**config.mk**
```make
export PLATFORM = sky130hd
export DESIGN_NAME = weight_fetch_seq
export DESIGN_NICKNAME = d
export VERILOG_FILES = /design/src/rtl/weight_fetch_seq.sv
export SDC_FILE = /design/constraint.sdc
export NUM_CORES = 1
export LEC_CHECK = 0
export CAP_MARGIN = 20
export CORE_ASPECT_RATIO = 1.75
export CORE_MARGIN = 3
export CORE_UTILIZATION = 53
export DETAILED_ROUTE_END_ITERATION = 10
export PLACE_DENSITY = 0.93
export SETUP_SLACK_MARGIN = 0.3
export SYNTH_ARGS = -nofsm -noshare
export SYNTH_HDL_FRONTEND = slang
export SYNTH_SLANG_ARGS = --single-unit
export TNS_END_PERCENT = 50
```
**constraint.sdc**
```tcl
create_clock -name clk -period 4.1 [get_ports clk]
set_input_delay 0.82 -clock clk [delete_from_list [all_inputs] [get_ports clk]]
set_output_delay 0.82 -clock clk [all_outputs]
set_load 0.01 [all_outputs]
```
**src/rtl/weight_fetch_seq.sv**
```systemverilog
// Weight ROM sequencer: walks a sync-read ROM and streams words over valid/ready through a
// 2-entry skid FIFO. Define WF_LOOP_EN to replay the ROM num_passes times per start.

module weight_fetch_seq_chk (
  input logic       clk,
  input logic       rst_n,
  input logic       push,
  input logic [1:0] count
);
  // The issue rule reserves a FIFO slot for every outstanding read, so a full FIFO never sees a push.
  a_no_push_full: assert property (@(posedge clk) disable iff (!rst_n) !(push && (count == 2'd2)));
  a_count_range:  assert property (@(posedge clk) disable iff (!rst_n) count != 2'd3);
endmodule

module weight_fetch_seq #(
  parameter int ADDR_WIDTH = 8,
  parameter int DATA_WIDTH = 32,
  parameter int DATA_DEPTH = 2,
  parameter int PASS_WIDTH = 8
) (
  input  logic                  clk,
  input  logic                  rst_n,
  input  logic                  start,
  input  logic [PASS_WIDTH-1:0] num_passes,
  output logic                  rom_en,
  output logic [ADDR_WIDTH-1:0] rom_addr,
  input  logic [DATA_WIDTH-1:0] rom_data,
  output logic                  w_valid,
  input  logic                  w_ready,
  output logic [DATA_WIDTH-1:0] w_data,
  output logic                  w_last,
  output logic                  busy,
  output logic                  done
);
  typedef enum logic [1:0] {IDLE = 2'd0, FETCH = 2'd1, DRAIN = 2'd2, DONE = 2'd3} state_t;

  localparam logic [ADDR_WIDTH-1:0] LAST_ADDR = ADDR_WIDTH'(DATA_DEPTH - 1);

  state_t                  state_q, state_d;
  logic [ADDR_WIDTH-1:0]   addr_q, addr_d;
  logic                    rom_en_q, rom_en_d;
  logic                    rd_vld_q, rd_vld_d;
  logic                    rd_last_q, rd_last_d;
  logic [DATA_WIDTH-1:0]   data0_q, data0_d, data1_q, data1_d;
  logic                    last0_q, last0_d, last1_q, last1_d;
  logic [1:0]              count_q, count_d;
  logic                    valid_q, valid_d;
  logic                    busy_q, busy_d;
  logic                    done_q, done_d;
  logic                    push_s, pop_s, final_rd_s;

`ifdef WF_LOOP_EN
  logic [PASS_WIDTH-1:0]   pass_q, pass_d, passes_q, passes_d;

  // Final read is the last address of the last requested pass.
  always_comb begin
    final_rd_s = (addr_q == LAST_ADDR) && (pass_q == (passes_q - PASS_WIDTH'(1)));
  end
`else
  logic unused_num_passes_s;
  assign unused_num_passes_s = ^num_passes;

  // Single pass: the last ROM address is always the final read.
  always_comb begin
    final_rd_s = (addr_q == LAST_ADDR);
  end
`endif

  // Skid FIFO: slot 0 is the head and drives w_data directly; rd_vld_q marks ROM data on the bus.
  always_comb begin
    push_s  = rd_vld_q;
    pop_s   = valid_q && w_ready;
    data0_d = data0_q;
    data1_d = data1_q;
    last0_d = last0_q;
    last1_d = last1_q;
    count_d = count_q;
    case (count_q)
      2'd0: begin
        if (push_s) begin
          data0_d = rom_data;
          last0_d = rd_last_q;
          count_d = 2'd1;
        end else begin
          count_d = 2'd0;
        end
      end
      2'd1: begin
        if (push_s && pop_s) begin
          data0_d = rom_data;
          last0_d = rd_last_q;
        end else if (push_s) begin
          data1_d = rom_data;
          last1_d = rd_last_q;
          count_d = 2'd2;
        end else if (pop_s) begin
          last0_d = 1'b0;
          count_d = 2'd0;
        end else begin
          count_d = 2'd1;
        end
      end
      2'd2: begin
        if (pop_s && push_s) begin
          data0_d = data1_q;
          last0_d = last1_q;
          data1_d = rom_data;
          last1_d = rd_last_q;
        end else if (pop_s) begin
          data0_d = data1_q;
          last0_d = last1_q;
          count_d = 2'd1;
        end else begin
          count_d = 2'd2;
        end
      end
      default: begin
        count_d = 2'd0;
      end
    endcase
    valid_d = (count_d != 2'd0);
  end

  // Sequencer: rom_en for the next cycle is decided against next-cycle FIFO occupancy plus the
  // read issued this cycle, which is still in flight then.
  always_comb begin
    state_d   = state_q;
    addr_d    = addr_q;
    rom_en_d  = 1'b0;
    rd_vld_d  = rom_en_q;
    rd_last_d = rom_en_q && final_rd_s;
`ifdef WF_LOOP_EN
    pass_d    = pass_q;
    passes_d  = passes_q;
`endif
    case (state_q)
      IDLE: begin
        if (start) begin
          state_d  = FETCH;
          addr_d   = '0;
          rom_en_d = 1'b1;
`ifdef WF_LOOP_EN
          pass_d   = '0;
          passes_d = (num_passes == '0) ? PASS_WIDTH'(1) : num_passes;
`endif
        end else begin
          state_d = IDLE;
        end
      end
      FETCH: begin
        if (rom_en_q) begin
          if (addr_q == LAST_ADDR) begin
            addr_d = '0;
`ifdef WF_LOOP_EN
            pass_d = pass_q + PASS_WIDTH'(1);
`endif
          end else begin
            addr_d = addr_q + ADDR_WIDTH'(1);
          end
        end else begin
          addr_d = addr_q;
        end
        if (rom_en_q && final_rd_s) begin
          state_d = DRAIN;
        end else begin
          rom_en_d = ((count_d + {1'b0, rom_en_q}) < 2'd2);
        end
      end
      DRAIN: begin
        if ((count_d == 2'd0) && !push_s) begin
          state_d = DONE;
        end else begin
          state_d = DRAIN;
        end
      end
      DONE: begin
        state_d = IDLE;
      end
      default: begin
        state_d = IDLE;
      end
    endcase
    busy_d = (state_d == FETCH) || (state_d == DRAIN);
    done_d = (state_d == DONE);
  end

  // State and output registers.
  always_ff @(posedge clk or negedge rst_n) begin
    if (!rst_n) begin
      state_q   <= IDLE;
      addr_q    <= '0;
      rom_en_q  <= 1'b0;
      rd_vld_q  <= 1'b0;
      rd_last_q <= 1'b0;
      data0_q   <= '0;
      data1_q   <= '0;
      last0_q   <= 1'b0;
      last1_q   <= 1'b0;
      count_q   <= 2'd0;
      valid_q   <= 1'b0;
      busy_q    <= 1'b0;
      done_q    <= 1'b0;
`ifdef WF_LOOP_EN
      pass_q    <= '0;
      passes_q  <= '0;
`endif
    end else begin
      state_q   <= state_d;
      addr_q    <= addr_d;
      rom_en_q  <= rom_en_d;
      rd_vld_q  <= rd_vld_d;
      rd_last_q <= rd_last_d;
      data0_q   <= data0_d;
      data1_q   <= data1_d;
      last0_q   <= last0_d;
      last1_q   <= last1_d;
      count_q   <= count_d;
      valid_q   <= valid_d;
      busy_q    <= busy_d;
      done_q    <= done_d;
`ifdef WF_LOOP_EN
      pass_q    <= pass_d;
      passes_q  <= passes_d;
`endif
    end
  end

  assign rom_en   = rom_en_q;
  assign rom_addr = addr_q;
  assign w_valid  = valid_q;
  assign w_data   = data0_q;
  assign w_last   = last0_q;
  assign busy     = busy_q;
  assign done     = done_q;

  weight_fetch_seq_chk u_chk (
    .clk   (clk),
    .rst_n (rst_n),
    .push  (push_s),
    .count (count_q)
  );

endmodule
```
After elaboration in Yosys (flattened, before gate mapping) --
Index checks and enable logic that the tools add are counted.
Storage, ports and cells: register bits 84, memory bits (writable) 0, bits of input ports 44, ROM bits 0, memories kept 0, logic and storage cells 87, bits in latches 0, output and inout port bits 45
Operators by class: $mul 0, shifts and indexed selects 0, order comparisons 1, $add $sub $neg 2, div/mod/pow operators 0, reductions and logical operators 17, equality and inequality tests 19, multiplexer cells 35, bitwise gates (word level) 0
Operators with widths (count):
- $mux 32 | 5
- $pmux 32 s3 | 1
- $pmux 32 s2 | 1
- $mux 8 | 3
- $pmux 8 s2 | 1
- $mux 1 | 14
- $ne 2x2->1 const B | 7
- $eq 2x2->1 const B | 5
- $mux 2 | 5
- $ne 3x3->1 const B | 3
- $add 8x1->8 const B | 1
- $eq 8x1->1 const B | 1
- $pmux 2 s4 | 1
- $reduce_and 4->1 | 2
- $eq 2x1->1 const B | 3
- $logic_not 2->1 | 3
- $pmux 2 s3 | 1
- $reduce_bool 2->1 | 3
- $reduce_and 5->1 | 1
- $logic_and 1x1->1 | 4
- $pmux 1 s2 | 2
- $pmux 1 s3 | 1
- $reduce_and 3->1 | 1
- $reduce_bool 3->1 | 1
- other kinds (4) | 4

Longest topological paths before layout --
depth in word-level cells 11, depth in mapped cells 8, gate-level depth less buffers 8

Least setup slack after synthesis --
Ideal clock, no wire load.
path type in2reg, start input port w_ready, end register busy_q, in the netlist busy, arrival 2.112 ns, setup slack 1.862 ns, path buffers 0, library setup time 0.126 ns, required time 3.974 ns, stages 6, cell sequence nand2_1 o221a_2 nor3_1 or2_1 o32ai_1 ha_1
On the way: word-level cells in the longest chain between the ends 11, elaborated cells between the ends (all ways) 15, classes of those cells eq/ne (2); mux (8); reduce/logical (5)
Ends and longest elaborated chain:
- start: declaration | RTL line 29 | input logic w_ready,
- $logic_and 1x1->1 (*) | RTL line 72 | pop_s = valid_q && w_ready;
- $mux 1 | RTL line 96 | end else if (pop_s) begin
- $mux 2 | RTL line 92 | end else if (push_s) begin
- $mux 2 | RTL line 89 | if (push_s && pop_s) begin
- $pmux 2 s3 (*) | RTL line 78 | case (count_q)
- net count_d[0] | RTL line 46 | logic [1:0] count_q, count_d;
- $logic_not 2->1 (*) | RTL line 170 | if ((count_d == 2'd0) && !push_s) begin
- $logic_and 1x1->1 (*) | RTL line 170
- $mux 1 (*) | RTL line 170
- $pmux 2 s4 (*) | RTL line 136 | case (state_q)
- net state_d[0] | RTL line 39 | state_t state_q, state_d;
- $eq 2x1->1 / $eq 2x2->1 (equally long branches) | RTL line 183 | busy_d = (state_d == FETCH) || (state_d == DRAIN);
- $logic_or 1x1->1 (*) | RTL line 183
- net busy_d | RTL line 48 | logic busy_q, busy_d;
- end signal: assignment | RTL line 219 | busy_q <= busy_d;
- end: declaration | RTL line 48
The timed path passes the listed nets; every way through them passes the cells marked *. A chain may end at the register's enable or synchronous reset.

Worst setup path after layout --
start register count_q[0], end register data0_q[10], in the netlist w_data[10]
On the way: word-level cells in the longest chain between the ends 3, elaborated cells between the ends (all ways) 9, classes of those cells eq/ne (5); mux (1); reduce/logical (3)
Ends and longest elaborated chain:
- start: declaration | RTL line 46
- start signal: assignment | RTL line 217 | count_q <= count_d;
- $eq 2x2->1, or another cell as far along | RTL line 78
- $ne 3x3->1 (no source line), or another cell as far along
- $reduce_and 4->1 (no source line)
- end signal: assignment | RTL line 213 | data0_q <= data0_d;
- end: declaration | RTL line 44 | logic [DATA_WIDTH-1:0] data0_q, data0_d, data1_q, data1_d;
Several ways; a longest one is shown, not always the timed one.

==> impl_metrics.py <==
metrics = {
    "outcome": {
        "status": "finished clean",
    },
    "routing": {
        "drt_first_pass_iters": 4,
        "num_vias": 2583,
        "vias_per_cell": 5.47,
        "routedWlPerCell_um": 16.3,
        "ant_nets": 0,
        "drtIter0Drc": 142,
        "drc": 0,
        "wirelength_um": 7690,
    },
    "clock_network": {
        "cts_resized": 0,
        "cts.htree.levels": 3,
        "clkSlewWorstSetupHoldPaths_ns": 0.06,
        "clk_latency_ns": 0.33,
        "cts_hold_buffers": 0,
        "cts_made_buffers": 9,
        "cts.path.max_buffers": 2,
        "clock_sinks": 84,
        "cts_tree": "built",
        "cts_root_buffer": "clkbuf_16",
        "post_cts_buffers": 0,
    },
    "critical_path": {
        "crit_fanout": 34,
        "r2r_setup_slack_ns": 1.33,
        "crit_required_ns": 4.35,
        "worstSetupEndpointType": "register",
        "cp-start-kind": "register",
        "cp.arrival_ns": 3.02,
        "critPathKind": "reg2reg",
    },
    "timing": {
        "layout_min_cycle_time_ns": 2.77,
        "maxSlewViolCount": 0,
        "hold_violations": 0,
        "rsz0062_at_grt": "no",
        "fin_skew_ns": 0.00331,
        "worstMarginPinSlew_ns": 0.833,
        "setup_viol": 0,
        "fmax_mhz": 361,
        "fin_setup_tns_ns": 0,
        "slew_headroom_pct": 44.5,
        "fin_crit_sh_pct": 67.6,
    },
    "floorplanning": {
        "coreArea_mm2": 0.00664,
        "die_area_mm2": 0.00807,
        "die_h_um": 117,
        "io_pins": 89,
        "die_w_um": 69.2,
        "fp-row-count": 39,
        "initial_core_util_pct": 55.8,
    },
    "final_layout": {
        "antenna_cells": 0,
        "fin_cells": 472,
        "area_growth_pct": 32.2,
        "multiInputGateArea_mm2": 0.00151,
        "regArea_mm2": 0.00210,
        "fillCellCount": 475,
        "layout.nets": 437,
        "drive_above_1_share_pct": 15.6,
    },
    "global_route": {
        "grt_pass1_wl_um": 13200,
        "grt_max_degree": 85,
        "grt_use_total_pct": 20.8,
        "overflow": 0,
        "antenna_found_initial": 0,
        "grt_pass1_vias": 2773,
    },
    "logic_synthesis": {
        "ys_seq_elements": 84,
        "synthArstFlopShare_pct": 100,
        "synth_area_leader_cell": "dfrtp_1",
        "avgSynthCellArea_um2": 12.2,
        "synth.net_count": 355,
        "synth_cell_type_count": 39,
        "yosysSeqAreaShare_pct": 56.7,
        "synth_top_flop_cell": "dfrtp_1",
        "ys_warn_count": 0,
        "synth_most_common_cell": "dfrtp_1",
        "synthTopCellsByArea": "dfrtp_1, mux2_2, mux2i_1",
        "synth_area_mm2": 0.00370,
        "synth_edf_count": 0,
        "yosys.area.top_type_share_pct": 56.7,
        "synthTopCellsByCount": "dfrtp_1, nor2_1, a21oi_1, mux2_2, mux2i_1",
        "synth_cells": 304,
    },
    "hold_path": {
        "hold_class": "in2async",
    },
    "flow_run": {
        "maxCapViolations": 0,
    },
    "power": {
        "leakagePower_nw": 2.06,
        "p_per_area_mw_per_mm2": 801,
        "peakVddDrop_mv": 0.448,
    },
    "placement": {
        "place_inst": 456,
        "gp_congestion": 0.784,
        "io_buffers": 80,
        "hpwl_um": 5300,
    },
}
## final cells by class
cell class	count	area share, %
sequential	84	42.9
timing repair buffer	85	17.7
clock inverter	4	0.996
tap	82	2.10
clock buffer	11	4.96
multi-input combinational	201	30.9
inverter	5	0.383
## sequential cells by signal (all words and copies together) (netlist names)
signal	count
busy	1
count_q	2
data1_q	32
done	1
last1_q	1
push_s	1
rd_last_q	1
rom_addr	8
rom_en	1
state_q	2
w_data	32
w_last	1
w_valid	1
## per-layer routing
metal	GRT usage (%)	routed length, um	vias to the layer above
li1	-	-	1229
met1	22.4	2980	1287
met2	39.0	4360	58
met3	4.74	258	9
met4	8.60	97	0
met5	0	0	-
## metrics by stage
step                      setup slack, ns  instance area [um2]  hold slack [ns]  util (%)  power, mW
final                                1.33                 4900            0.419      73.8       3.92
after global routing                 1.06                 4900            0.426      73.8       4.21
after CTS                            1.27                 4870            0.487      73.4       3.96
after detailed placement             1.19                 4580            0.471      69.0       3.16
after global placement               1.22                 4580            0.458      69.0       3.06
after floorplan                      1.86                 3700            0.465         -       2.47
## power by group
part           leakage (nW)  internal, mW  switching (mW)  total [mW]
logic                 0.914         0.879           0.794        1.67
registers             0.996          1.23           0.242        1.47
clock network         0.146         0.485           0.298       0.783
total                  2.06          2.59            1.33        3.92
## placed cells by master (no fill, tap or decap), types with 3 or more instances in the layout
cell / netlist / layout
nand2_1: 7 / 7
clkdlybuf4s50_1: 0 / 79
nor2_1: 41 / 41
clkbuf_16: 0 / 9
o21ai_0: 3 / 3
mux2i_1: 32 / 32
xor2_1: 6 / 6
dfrtp_1: 84 / 84
nand2b_1: 3 / 3
ha_1: 7 / 6
inv_1: 5 / 5
mux2_2: 34 / 34
buf_4: 1 / 4
a21oi_1: 36 / 36
nand3_1: 4 / 4
## worst max-delay path, cell delays in order, from the launching register on
cell and delay (ns):
dfrtp_1 0.43, inv_1 0.11, ha_2 0.67, a21boi_0 0.30, o22ai_4 0.70, buf_12 0.27
nor2_1 0.06, a21oi_1 0.14
## logic make-up (layout without fill, tap and decap cells)
kind of cell | after synthesis | in the layout | synth area share, %
flip-flops | 84 | 84 | 56.7
AND/OR/NAND/NOR | 68 | 68 | 8.75
multiplexers | 66 | 66 | 19.0
AO/OA/AOI/OAI | 53 | 53 | 8.65
buffers and inverters | 19 | 105 | 2.87
adder cells (fa/ha/maj) | 7 | 7 | 2.36
XOR/XNOR | 7 | 7 | 1.65
## path summary, 6_finish.rpt
kind                                           start                      to  cells past startpoint
worst min register to register      rom_en$_DFF_PN0_        push_s$_DFF_PN0_                      0
worst max-delay path            count_q[0]$_DFF_PN0_  w_data[10]$_DFFE_PN0P_                      7
worst min-delay path                           rst_n  w_data[28]$_DFFE_PN0P_                      1
max in group asynchronous                      rst_n        push_s$_DFF_PN0_                      2
worst max register to register  count_q[0]$_DFF_PN0_  w_data[10]$_DFFE_PN0P_                      7
min in group clk                    rom_en$_DFF_PN0_        push_s$_DFF_PN0_                      0
No activity file was read; power rests on OpenSTA's default activity.
==> edit, RTL diff (same flow settings) <==
Add a define of `WF_LOOP_EN`.
--- a/src/rtl/weight_fetch_seq.sv
+++ b/src/rtl/weight_fetch_seq.sv
@@ -2,2 +2,4 @@
 // 2-entry skid FIFO. Define WF_LOOP_EN to replay the ROM num_passes times per start.
+
+`define WF_LOOP_EN
 
Formal check against the unedited RTL: not equivalent (Yosys sat finds a counterexample within 10 cycles, from zero or initial values and one cycle with rst_n low).
==> edit against the unedited design <==
Non-clock buffer count up 9; area after synthesis grew 27%; design area is 23% higher; first-iteration DRC count shrank 6.3%; clock skew is 0.0047 ns higher; register-to-register slack better by 0.22 ns; total power up 27%; routed wire length grew 31%; sequential cell count rose by 16; maximum frequency rose by 7.5%; worst setup slack gained 0.19 ns; worst hold slack worse by 0.030 ns; global-route usage rose by 0.80 points.
==> edit: results <==
metrics = {
    "status": {
        "status": "complete, no violations",
    },
    "grt": {
        "grt_start_max_net_pins": 65,
        "grt_usage_pct": 21.60,
        "grt_pass1_wl_um": 17250,
        "first_global_vias": 3735,
        "use_met1_pct": 23.31,
        "grt_use_met3_pct": 4.870,
    },
    "route": {
        "wire_per_inst_um": 16.19,
        "met2_wirelength_um": 5615,
        "wl_met3_um": 483,
        "drt-met1-wl_um": 3810,
        "drtIter0Drc": 133,
        "vias": 3453,
    },
    "cells_and_area": {
        "drive_above_1_share_pct": 14.73,
        "layout.nets": 557,
        "nonClockInverterCount": 9,
        "nClkBuffers": 10,
        "stdcell_count": 624,
        "seq_area_um2": 2502,
        "nonClkBufAreaFrac_pct": 15.35,
        "clk_share_pct": 5.136,
        "nMultiInputCombCells": 290,
        "nonClockBufferCount": 94,
        "multiInputGateArea_um2": 2105,
    },
    "critical_path": {
        "r2r_cells": 6,
        "crit_start": "w_ready",
        "crit_type": "primary input to flop",
        "cpPeakStageDelay_ns": 0.46,
        "r2r-start": "rom_addr[4]$_DFFE_PN0P_",
        "cp_slowest_cell": "clkdlybuf4s50_1",
        "reg2reg_to": "busy$_DFF_PN0_",
    },
    "timing": {
        "finClkSkew_ns": 0.007997,
        "whs_ns": 0.3889,
        "slew-limit-headroom_pct": 61.10,
    },
    "synth": {
        "ys_seq_area_share_pct": 53.19,
        "yosysUniqueCellTypes": 47,
        "synth_common_cells": "100 x dfrtp_1, 47 x nor2_1, 41 x a21oi_1",
        "ys_ff_latch": 100,
        "synthesis.nets": 472,
        "postSynthCellCount": 419,
    },
    "power": {
        "cellPowerDensity_nw_per_um2": 829.5,
        "p_leak_nw": 2.490,
    },
    "placement": {
        "dp_hpwl_um": 7549,
        "port_buffers": 88,
        "routabilityCongestion": 0.8753,
        "pre_cts_slack_ns": 1.261,
        "dpl_cell_area_um2": 5708,
    },
    "floorplanning": {
        "dieArea_um2": 10090,
    },
}
## edit: cell count changes in the layout (fill, tap and decap cells not counted), sizes merged, moves of 5 or more
| cell | before | now |
|---|---|---|
| nor4 | 1 | 6 |
| o21ai | 4 | 13 |
| nand4 | 2 | 7 |
| nor2 | 42 | 48 |
| nand2 | 7 | 19 |
| mux2 | 34 | 39 |
| nand2b | 3 | 8 |
| xnor2 | 1 | 10 |
| dfrtp | 84 | 100 |
| clkdlybuf4s50 | 79 | 87 |
| a21oi | 36 | 42 |
| inv | 6 | 11 |
## edit: where the power goes
| part | internal, mW | switching [mW] |
|---|---|---|
| combinational | 1.14 | 1.15 |
| clock | 0.495 | 0.358 |
| sequential | 1.47 | 0.377 |
## edit: cells by family after synthesis
| logic type | after synthesis | synth area share, % |
|---|---|---|
| mux | 72 | 16.36 |
| xor+xnor | 20 | 3.723 |
| simple gates | 112 | 12.05 |
| buf+inv | 29 | 2.393 |
| compound gates | 77 | 9.894 |
| fa+ha+maj | 9 | 2.394 |
| flops | 100 | 53.19 |
